`config.mk`:
```
export PLATFORM = sky130hd
export DESIGN_NAME = temporal_filter_ctrl
export DESIGN_NICKNAME = d
export VERILOG_FILES = /design/src/rtl/tf_pkg.sv /design/src/rtl/tf_delay_line.sv /design/src/rtl/temporal_filter_ctrl.sv
export SDC_FILE = /design/constraint.sdc
export NUM_CORES = 1
export LEC_CHECK = 0
export CORE_UTILIZATION = 54
export CTS_BUF_LIST = sky130_fd_sc_hd__clkbuf_8 sky130_fd_sc_hd__clkbuf_16
export CTS_CLUSTER_DIAMETER = 50
export DETAILED_ROUTE_END_ITERATION = 8
export PLACE_DENSITY = 0.88
export REMOVE_ABC_BUFFERS = 1
export SLEW_MARGIN = 20
export SYNTH_ARGS = -nofsm -noshare
export SYNTH_HDL_FRONTEND = slang
export SYNTH_SLANG_ARGS = --single-unit
```
`constraint.sdc`:
```
create_clock -name clk -period 4.8 [get_ports clk]
set_input_delay 0.96 -clock clk [delete_from_list [all_inputs] [get_ports clk]]
set_output_delay 0.96 -clock clk [all_outputs]
set_load 0.02 [all_outputs]
```
`src/rtl/tf_pkg.sv`:
```
// Shared types and helpers for the temporal filter sequencer.
package tf_pkg;

  // Width of the x/y pixel coordinates carried on the stream.
  localparam int COORD_W = 11;

  // Frame-level operating modes of the filter.
  typedef enum logic [2:0] {
    IDLE,
    PASS,
    PRIME,
    RAMP,
    STEADY
  } tf_state_e;

  // Bits needed to carry a blend shift of 0..max_shift.
  function automatic int shift_w(input int max_shift);
    return (max_shift < 1) ? 1 : $clog2(max_shift + 1);
  endfunction

endpackage

```
`src/rtl/tf_delay_line.sv`:
```
// Valid + address shift register that delays history write-backs until the
// datapath result for the same pixel is ready. A flush drops everything in
// flight without disturbing the entry being presented this cycle.
module tf_delay_line #(
  parameter int DEPTH  = 3,
  parameter int ADDR_W = 19
) (
  input  logic              clk,
  input  logic              rst,
  input  logic              flush,
  input  logic              in_valid,
  input  logic [ADDR_W-1:0] in_addr,
  output logic              out_valid,
  output logic [ADDR_W-1:0] out_addr
);

  logic [DEPTH-1:0]  vld_q;
  logic [ADDR_W-1:0] addr_q [DEPTH];

  // Shift valid and address one stage per cycle; reset/flush kill the valids.
  always_ff @(posedge clk) begin
    if (!rst) begin
      vld_q <= '0;
      // NOTE: the address stages are reset as well (not just the valids) so
      // the write address port reads a defined 0 straight out of reset.
      for (int i = 0; i < DEPTH; i++) begin
        addr_q[i] <= '0;
      end
    end else begin
      vld_q[0]  <= in_valid && !flush;
      addr_q[0] <= in_addr;
      for (int i = 1; i < DEPTH; i++) begin
        vld_q[i]  <= vld_q[i-1] && !flush;
        addr_q[i] <= addr_q[i-1];
      end
    end
  end

  assign out_valid = vld_q[DEPTH-1];
  assign out_addr  = addr_q[DEPTH-1];

endmodule

```
`src/rtl/temporal_filter_ctrl.sv`:
```
// Temporal filter sequencer: follows the pixel stream position, addresses the
// history RAM in lockstep, schedules the per-frame blend weight and recovers
// from coordinate desynchronisation by falling back to IDLE and re-priming.
module temporal_filter_ctrl
  import tf_pkg::*;
#(
  parameter int IMG_W     = 640,
  parameter int IMG_H     = 480,
  parameter int ADDR_W    = 19,
  parameter int RD_LAT    = 2,
  parameter int MAX_SHIFT = 3
) (
  input  logic                          clk,
  input  logic                          rst,
  input  logic                          en,
  input  logic                          pix_valid,
  input  logic [COORD_W-1:0]            x_in,
  input  logic [COORD_W-1:0]            y_in,
  output logic                          hist_rd_en,
  output logic [ADDR_W-1:0]             hist_rd_addr,
  output logic                          hist_wr_en,
  output logic [ADDR_W-1:0]             hist_wr_addr,
  output logic [shift_w(MAX_SHIFT)-1:0] blend_shift,
  output logic                          bypass,
  output logic                          frame_done,
  output logic                          sync_err,
  output logic [15:0]                   frame_cnt
);

  localparam int SHIFT_W = shift_w(MAX_SHIFT);
  localparam int PIX_N   = IMG_W * IMG_H;

  localparam logic [COORD_W-1:0] X_LAST    = COORD_W'(IMG_W - 1);
  localparam logic [COORD_W-1:0] Y_LAST    = COORD_W'(IMG_H - 1);
  localparam logic [ADDR_W-1:0]  A_LAST    = ADDR_W'(PIX_N - 1);
  localparam logic [SHIFT_W-1:0] SHIFT_ONE = SHIFT_W'(1);
  localparam logic [SHIFT_W-1:0] SHIFT_MAX = SHIFT_W'(MAX_SHIFT);

  // Registered state
  tf_state_e          state_q, state_d;
  logic [SHIFT_W-1:0] shift_q, shift_d;
  logic [COORD_W-1:0] exp_x_q, exp_x_d;
  logic [COORD_W-1:0] exp_y_q, exp_y_d;
  logic [ADDR_W-1:0]  addr_q, addr_d;
  logic               frame_done_q;
  logic [15:0]        frame_cnt_q, frame_cnt_d;

  // Per-cycle decode
  logic               frame_start;
  logic               sync_err_c;
  tf_state_e          eff_state;
  logic [SHIFT_W-1:0] eff_shift;
  logic [SHIFT_W-1:0] shift_inc;
  logic               px_ok;
  logic               strobe_ok;
  logic               last_pix;
  logic               wr_req;
  logic [ADDR_W-1:0]  pix_addr;

  // Frame-start detect and coordinate check against the expected position.
  always_comb begin
    frame_start = pix_valid && (x_in == '0) && (y_in == '0);
    sync_err_c  = 1'b0;
    // IDLE is not locked to the stream, so there is nothing to check there.
    if (pix_valid && (state_q != IDLE)) begin
      if (frame_start) begin
        sync_err_c = (exp_x_q != '0) || (exp_y_q != '0);
      end else begin
        sync_err_c = (x_in != exp_x_q) || (y_in != exp_y_q);
      end
    end
  end

  // Next-state and outputs. The mode for a frame is decided on its (0,0)
  // pixel and applies to that pixel already, hence the "effective" state.
  always_comb begin
    // NOTE: every variable gets a default up front so no path through the
    // case/if tree leaves one unassigned, which would infer a latch.
    eff_state   = state_q;
    eff_shift   = shift_q;
    shift_inc   = shift_q + SHIFT_ONE;
    state_d     = state_q;
    shift_d     = shift_q;
    exp_x_d     = exp_x_q;
    exp_y_d     = exp_y_q;
    addr_d      = addr_q;
    frame_cnt_d = frame_cnt_q;

    if (frame_start) begin
      // A mid-frame (0,0) has already dropped us to IDLE; IDLE then accepts it.
      case (sync_err_c ? IDLE : state_q)
        PRIME: begin
          if (en) begin
            eff_shift = SHIFT_ONE;
            eff_state = (SHIFT_ONE == SHIFT_MAX) ? STEADY : RAMP;
          end else begin
            eff_shift = '0;
            eff_state = PASS;
          end
        end
        RAMP: begin
          if (en) begin
            eff_shift = shift_inc;
            eff_state = (shift_inc == SHIFT_MAX) ? STEADY : RAMP;
          end else begin
            eff_shift = '0;
            eff_state = PASS;
          end
        end
        STEADY: begin
          eff_shift = en ? SHIFT_MAX : '0;
          eff_state = en ? STEADY : PASS;
        end
        default: begin
          eff_shift = '0;
          eff_state = en ? PRIME : PASS;
        end
      endcase
    end

    // A mismatch anywhere but on (0,0) loses the pixel outright.
    px_ok     = pix_valid && (eff_state != IDLE) && !(sync_err_c && !frame_start);
    strobe_ok = px_ok && !sync_err_c;
    pix_addr  = frame_start ? '0 : addr_q;
    last_pix  = px_ok && (x_in == X_LAST) && (y_in == Y_LAST);
    wr_req    = strobe_ok && (eff_state inside {PRIME, RAMP, STEADY});

    hist_rd_en   = strobe_ok && (eff_state inside {RAMP, STEADY});
    hist_rd_addr = pix_addr;
    bypass       = !(eff_state inside {RAMP, STEADY});
    blend_shift  = eff_shift;
    sync_err     = sync_err_c;

    if (sync_err_c && !frame_start) begin
      // History can no longer be trusted: wait for a clean frame start.
      state_d = IDLE;
      shift_d = '0;
      exp_x_d = '0;
      exp_y_d = '0;
      addr_d  = '0;
    end else begin
      state_d = eff_state;
      shift_d = eff_shift;
      if (px_ok) begin
        // Raster position and linear address advance together; no multiply.
        if (x_in == X_LAST) begin
          exp_x_d = '0;
          exp_y_d = (y_in == Y_LAST) ? '0 : y_in + COORD_W'(1);
        end else begin
          exp_x_d = x_in + COORD_W'(1);
          exp_y_d = y_in;
        end
        addr_d = (pix_addr == A_LAST) ? '0 : pix_addr + ADDR_W'(1);
      end
    end

    if (last_pix) begin
      frame_cnt_d = frame_cnt_q + 16'd1;
    end
  end

  // State, position and frame bookkeeping registers.
  always_ff @(posedge clk) begin
    if (!rst) begin
      state_q      <= IDLE;
      shift_q      <= '0;
      exp_x_q      <= '0;
      exp_y_q      <= '0;
      addr_q       <= '0;
      frame_done_q <= 1'b0;
      frame_cnt_q  <= '0;
    end else begin
      // NOTE: non-blocking assignments so every register samples the values
      // from before this edge, independent of statement order.
      state_q      <= state_d;
      shift_q      <= shift_d;
      exp_x_q      <= exp_x_d;
      exp_y_q      <= exp_y_d;
      addr_q       <= addr_d;
      frame_done_q <= last_pix;
      frame_cnt_q  <= frame_cnt_d;
    end
  end

  assign frame_done = frame_done_q;
  assign frame_cnt  = frame_cnt_q;

  // Write-back lines up with the datapath result RD_LAT+1 cycles later; a
  // sync error flushes whatever is still in flight.
  tf_delay_line #(
    .DEPTH  (RD_LAT + 1),
    .ADDR_W (ADDR_W)
  ) u_wr_dly (
    .clk       (clk),
    .rst       (rst),
    .flush     (sync_err_c),
    .in_valid  (wr_req),
    .in_addr   (pix_addr),
    .out_valid (hist_wr_en),
    .out_addr  (hist_wr_addr)
  );

endmodule
```
==> results.md <==
* GR Util met1 at 0.296
* Worst-path clk slew at roughly 0.060 ns
* Critical Path AT at approximately 3.8 ns
* Max Cap Viol at 0
* Gr usage total at 0.262
* Dpl cells at 864
* Total power at about 2.4 mW
* Synth Instances at 648
* Fillers at 710
* Status: complete, no violations
* Synth top area cells: dfxtp_1 (43%), and2_1 (7.6%), xnor2_1 (4.6%), and3_1 (3.4%), xor2_1 (3.4%)
* Clock Tree Root: clkbuf_8
* Clk_lat worst skew at 0.52 ns
* Clock Skew at 0.00831 ns
* I/O pin count at 87
* Vias in the first global route at 5,058
* Post-DP HPWL at 9520 um
* Vias at 5,159
* Post-synth ARST share at 0
* Detailed Routing Iterations Pass 1 at 5
* Die width at 105 um
* Layer carrying the most global-route usage: met2
* Synth-to-Final Area Change at 30.7%
* Wire per inst at between 15 and 20 um
* # rows at 37
* CTS tree: done
* Critical path capture point type: primary output
* 1st-iter DRT viols at 405
* Cell breakdown of the critical path: clkdlybuf4s50_1 -> or4_4 -> nor4_4 -> buf_4 -> and2_1 -> nor2_1 -> a211o_1 -> or3_1 -> a21oi_1 -> dlygate4sd2_1
* Least-Margin Pin Slew at 0.674 ns
* Met3 Use GR at 0.0536
* Area post-placement at 6830 um2
* Power density cells at 323 nW/um2
* Pleak at 2.87 nW
* #FFs+latches synth at 123
* Req. time, crit path at 3.84 ns
* Most frequent cell after synthesis: dfxtp_1
* Ant. Diodes at 0
* Total die area at 11,000 um2
* Crit path time final at 4.74 ns
* Prevailing post-synth register cell: dfxtp_1
* Finished Cell Area at between 7000 and 8000 um2
* Synth cell count leaders: dfxtp_1 (123), and2_1 (69), nand2_1 (46)
* Sequential fraction of the synthesis area at 0.431
* Die Height at around 100 um
* H-tree lvl count at 4
* Wirelength, routed at about 14,000 um
* CTS Buf Count at 17
* Initial antenna violation count at 0
* Worst reg2reg path depth at 7
* Total gr overflow at 0
* Max-slew violation count at 0
* Cell taking the most area after synthesis: dfxtp_1
* Final hold vios at 0
* Clock tree buffer depth at 2
* Synth top area share at 0.431
* Starting density of the core at 0.556
* Synthesis warning total at 0
* Slowest CP cell: or4_4
* Final ANT Viol Nets at 0
* Hold path depth at 1
* Crit-path max cell delay at 0.57 ns
* Pin count of the biggest net entering global routing at 87
* DRC Markers at 0
* Number of synthesized flops with an enable pin at 0
* RePlAce Congestion at 0.918
* Worst Setup Path Type: in2out
* Layout cells sized above 1 at 0.133
* Setup bufs post-CTS at 0
* Port Buffers at 86
* Vias/cell at 5.76
* Setup violations, final at 0
* Worst setup SP type: input pin
* FMAX at 211 MHz
* Final worst slack at 0.0563 ns
* Post-synthesis instance area at 5710 um2
* Grt met2 use at 0.473
* Core area at 10,300 um2
* Final non-filler cell total at 896
* VDD IR max at 0.281 mV
* Dpl ws at -0.297 ns
* Global-route wire length before repair at between 20,000 and 25,000 um
* Avg Synthesized Cell Area at between 8 and 9 um2
* Critical Path Fanout Max at 4
* Sink Count at 123
* Final core occ at 0.726
* Distinct cells, synth at 54
* Fin crit share at 0.988
* Fin nets at 780
* Hold Path Class: reg2reg
* Slew HR at 0.550
==> registers in the layout, indices dropped and copies added (netlist names) <==
| register | flops |
|---|---|
| addr_q | 19 |
| exp_x_q | 11 |
| exp_y_q | 11 |
| frame_cnt | 16 |
| frame_done | 1 |
| shift_q | 2 |
| state_q | 3 |
| u_wr_dly.addr_q | 57 |
| u_wr_dly.vld_q | 3 |
==> cells by family after synthesis <==
| kind of cell | share of synthesized area |
|---|---|
| AOI/OAI and AO/OA | 0.0955 |
| and+or+nand+nor | 0.307 |
| buffers and inverters | 0.0585 |
| muxes | 0.0125 |
| adders and majority gates | 0.0153 |
| xor gates and xnor gates | 0.0797 |
| DFF | 0.431 |
==> area by class of cell <==
class                      instances  area (um2)  area share
clock inverter                    15         190      0.0255
timing repair buffer             135        1220       0.163
tap                              136         170      0.0228
multi-input combinational        459        2970       0.397
clock buffer                      17         414      0.0555
inverter                          11        41.3     0.00553
sequential                       123        2460       0.330
==> power breakdown <==
| part | internal, mW | leakage [nW] | switching (mW) |
|---|---|---|---|
| sequential | 1.02 | 0.990 | 0.0000000560 |
| combinational | 0.0481 | 1.59 | 0.0521 |
| clock | 0.801 | 0.293 | 0.489 |
==> path summary, 6_finish.rpt <==
path	from	to	slack (ns)
worst max-delay path	y_in[6]	hist_rd_en	0.06
worst min-delay path	u_wr_dly.addr_q[0][28]$_SDFF_PN0_	u_wr_dly.addr_q[0][47]$_SDFF_PN0_	0.43
worst max register to register	exp_y_q[5]$_SDFFE_PP0N_	u_wr_dly.vld_q[0]$_SDFF_PN0_	2.23
worst min register to register	u_wr_dly.addr_q[0][28]$_SDFF_PN0_	u_wr_dly.addr_q[0][47]$_SDFF_PN0_	0.43
==> per-stage QoR <==
stage	setup TNS, ns	hold WS, ns
floorplan	-0.0758	0.412
global placement	-0.512	0.413
detailed placement	-0.786	0.417
CTS	0	0.425
global route	-0.0222	0.441
finish	0	0.426
==> layer usage <==
metal  routed length [um]  vias to the layer above
met1                 5480                     2418
li1                     -                     2446
met4                  344                        0
met3                  985                       39
met2                 7230                      256
met5                    0                        -
==> cells in the final DEF, fill, tap and decap left out, types with 3 or more instances in the layout <==
cell / Yosys / layout
dfxtp_1: 123 / 123
clkdlybuf4s50_1: 0 / 82
and2_1: 69 / 69
buf_4: 19 / 49
nand2_1: 46 / 45
nor2_1: 37 / 37
nand3_1: 32 / 32
and3_1: 31 / 31
xnor2_1: 30 / 30
a21oi_1: 31 / 30
xor2_1: 22 / 22
nand4_1: 19 / 19
clkbuf_16: 0 / 16
nor4_1: 15 / 14
nor3_1: 13 / 13
o21ai_0: 13 / 13
inv_1: 11 / 12
nand2b_1: 12 / 12
a211oi_1: 10 / 10
nor2b_1: 7 / 7
ha_1: 7 / 7
or4_1: 7 / 6
mux2i_1: 6 / 6
nand3b_1: 4 / 4
clkinv_4: 0 / 4
inv_6: 0 / 4
and4_1: 3 / 3
or3_1: 3 / 3
o41ai_1: 3 / 3
a2111oi_2: 3 / 3
a211oi_2: 3 / 3
bufinv_16: 0 / 3
dlygate4sd2_1: 0 / 3
==> what timing repair did <==
| action | 4_1_cts | 5_1_grt |
|---|---|---|
| pin swaps | 0 | 2 |
| endpoints found under the setup margin | 4 | 3 |
| gates resized for setup | 4 | 3 |
| endpoints found under the hold margin | 0 | 0 |
| hold buffers | 0 | 0 |
==> critical path, delay by kind of cell <==
kind,cells,cell delay [ns]
AND/OR/NAND/NOR,5,1.38
AO/OA/AOI/OAI,2,0.48
buffers and inverters,3,0.94
Power figures use the tool's default switching activity.
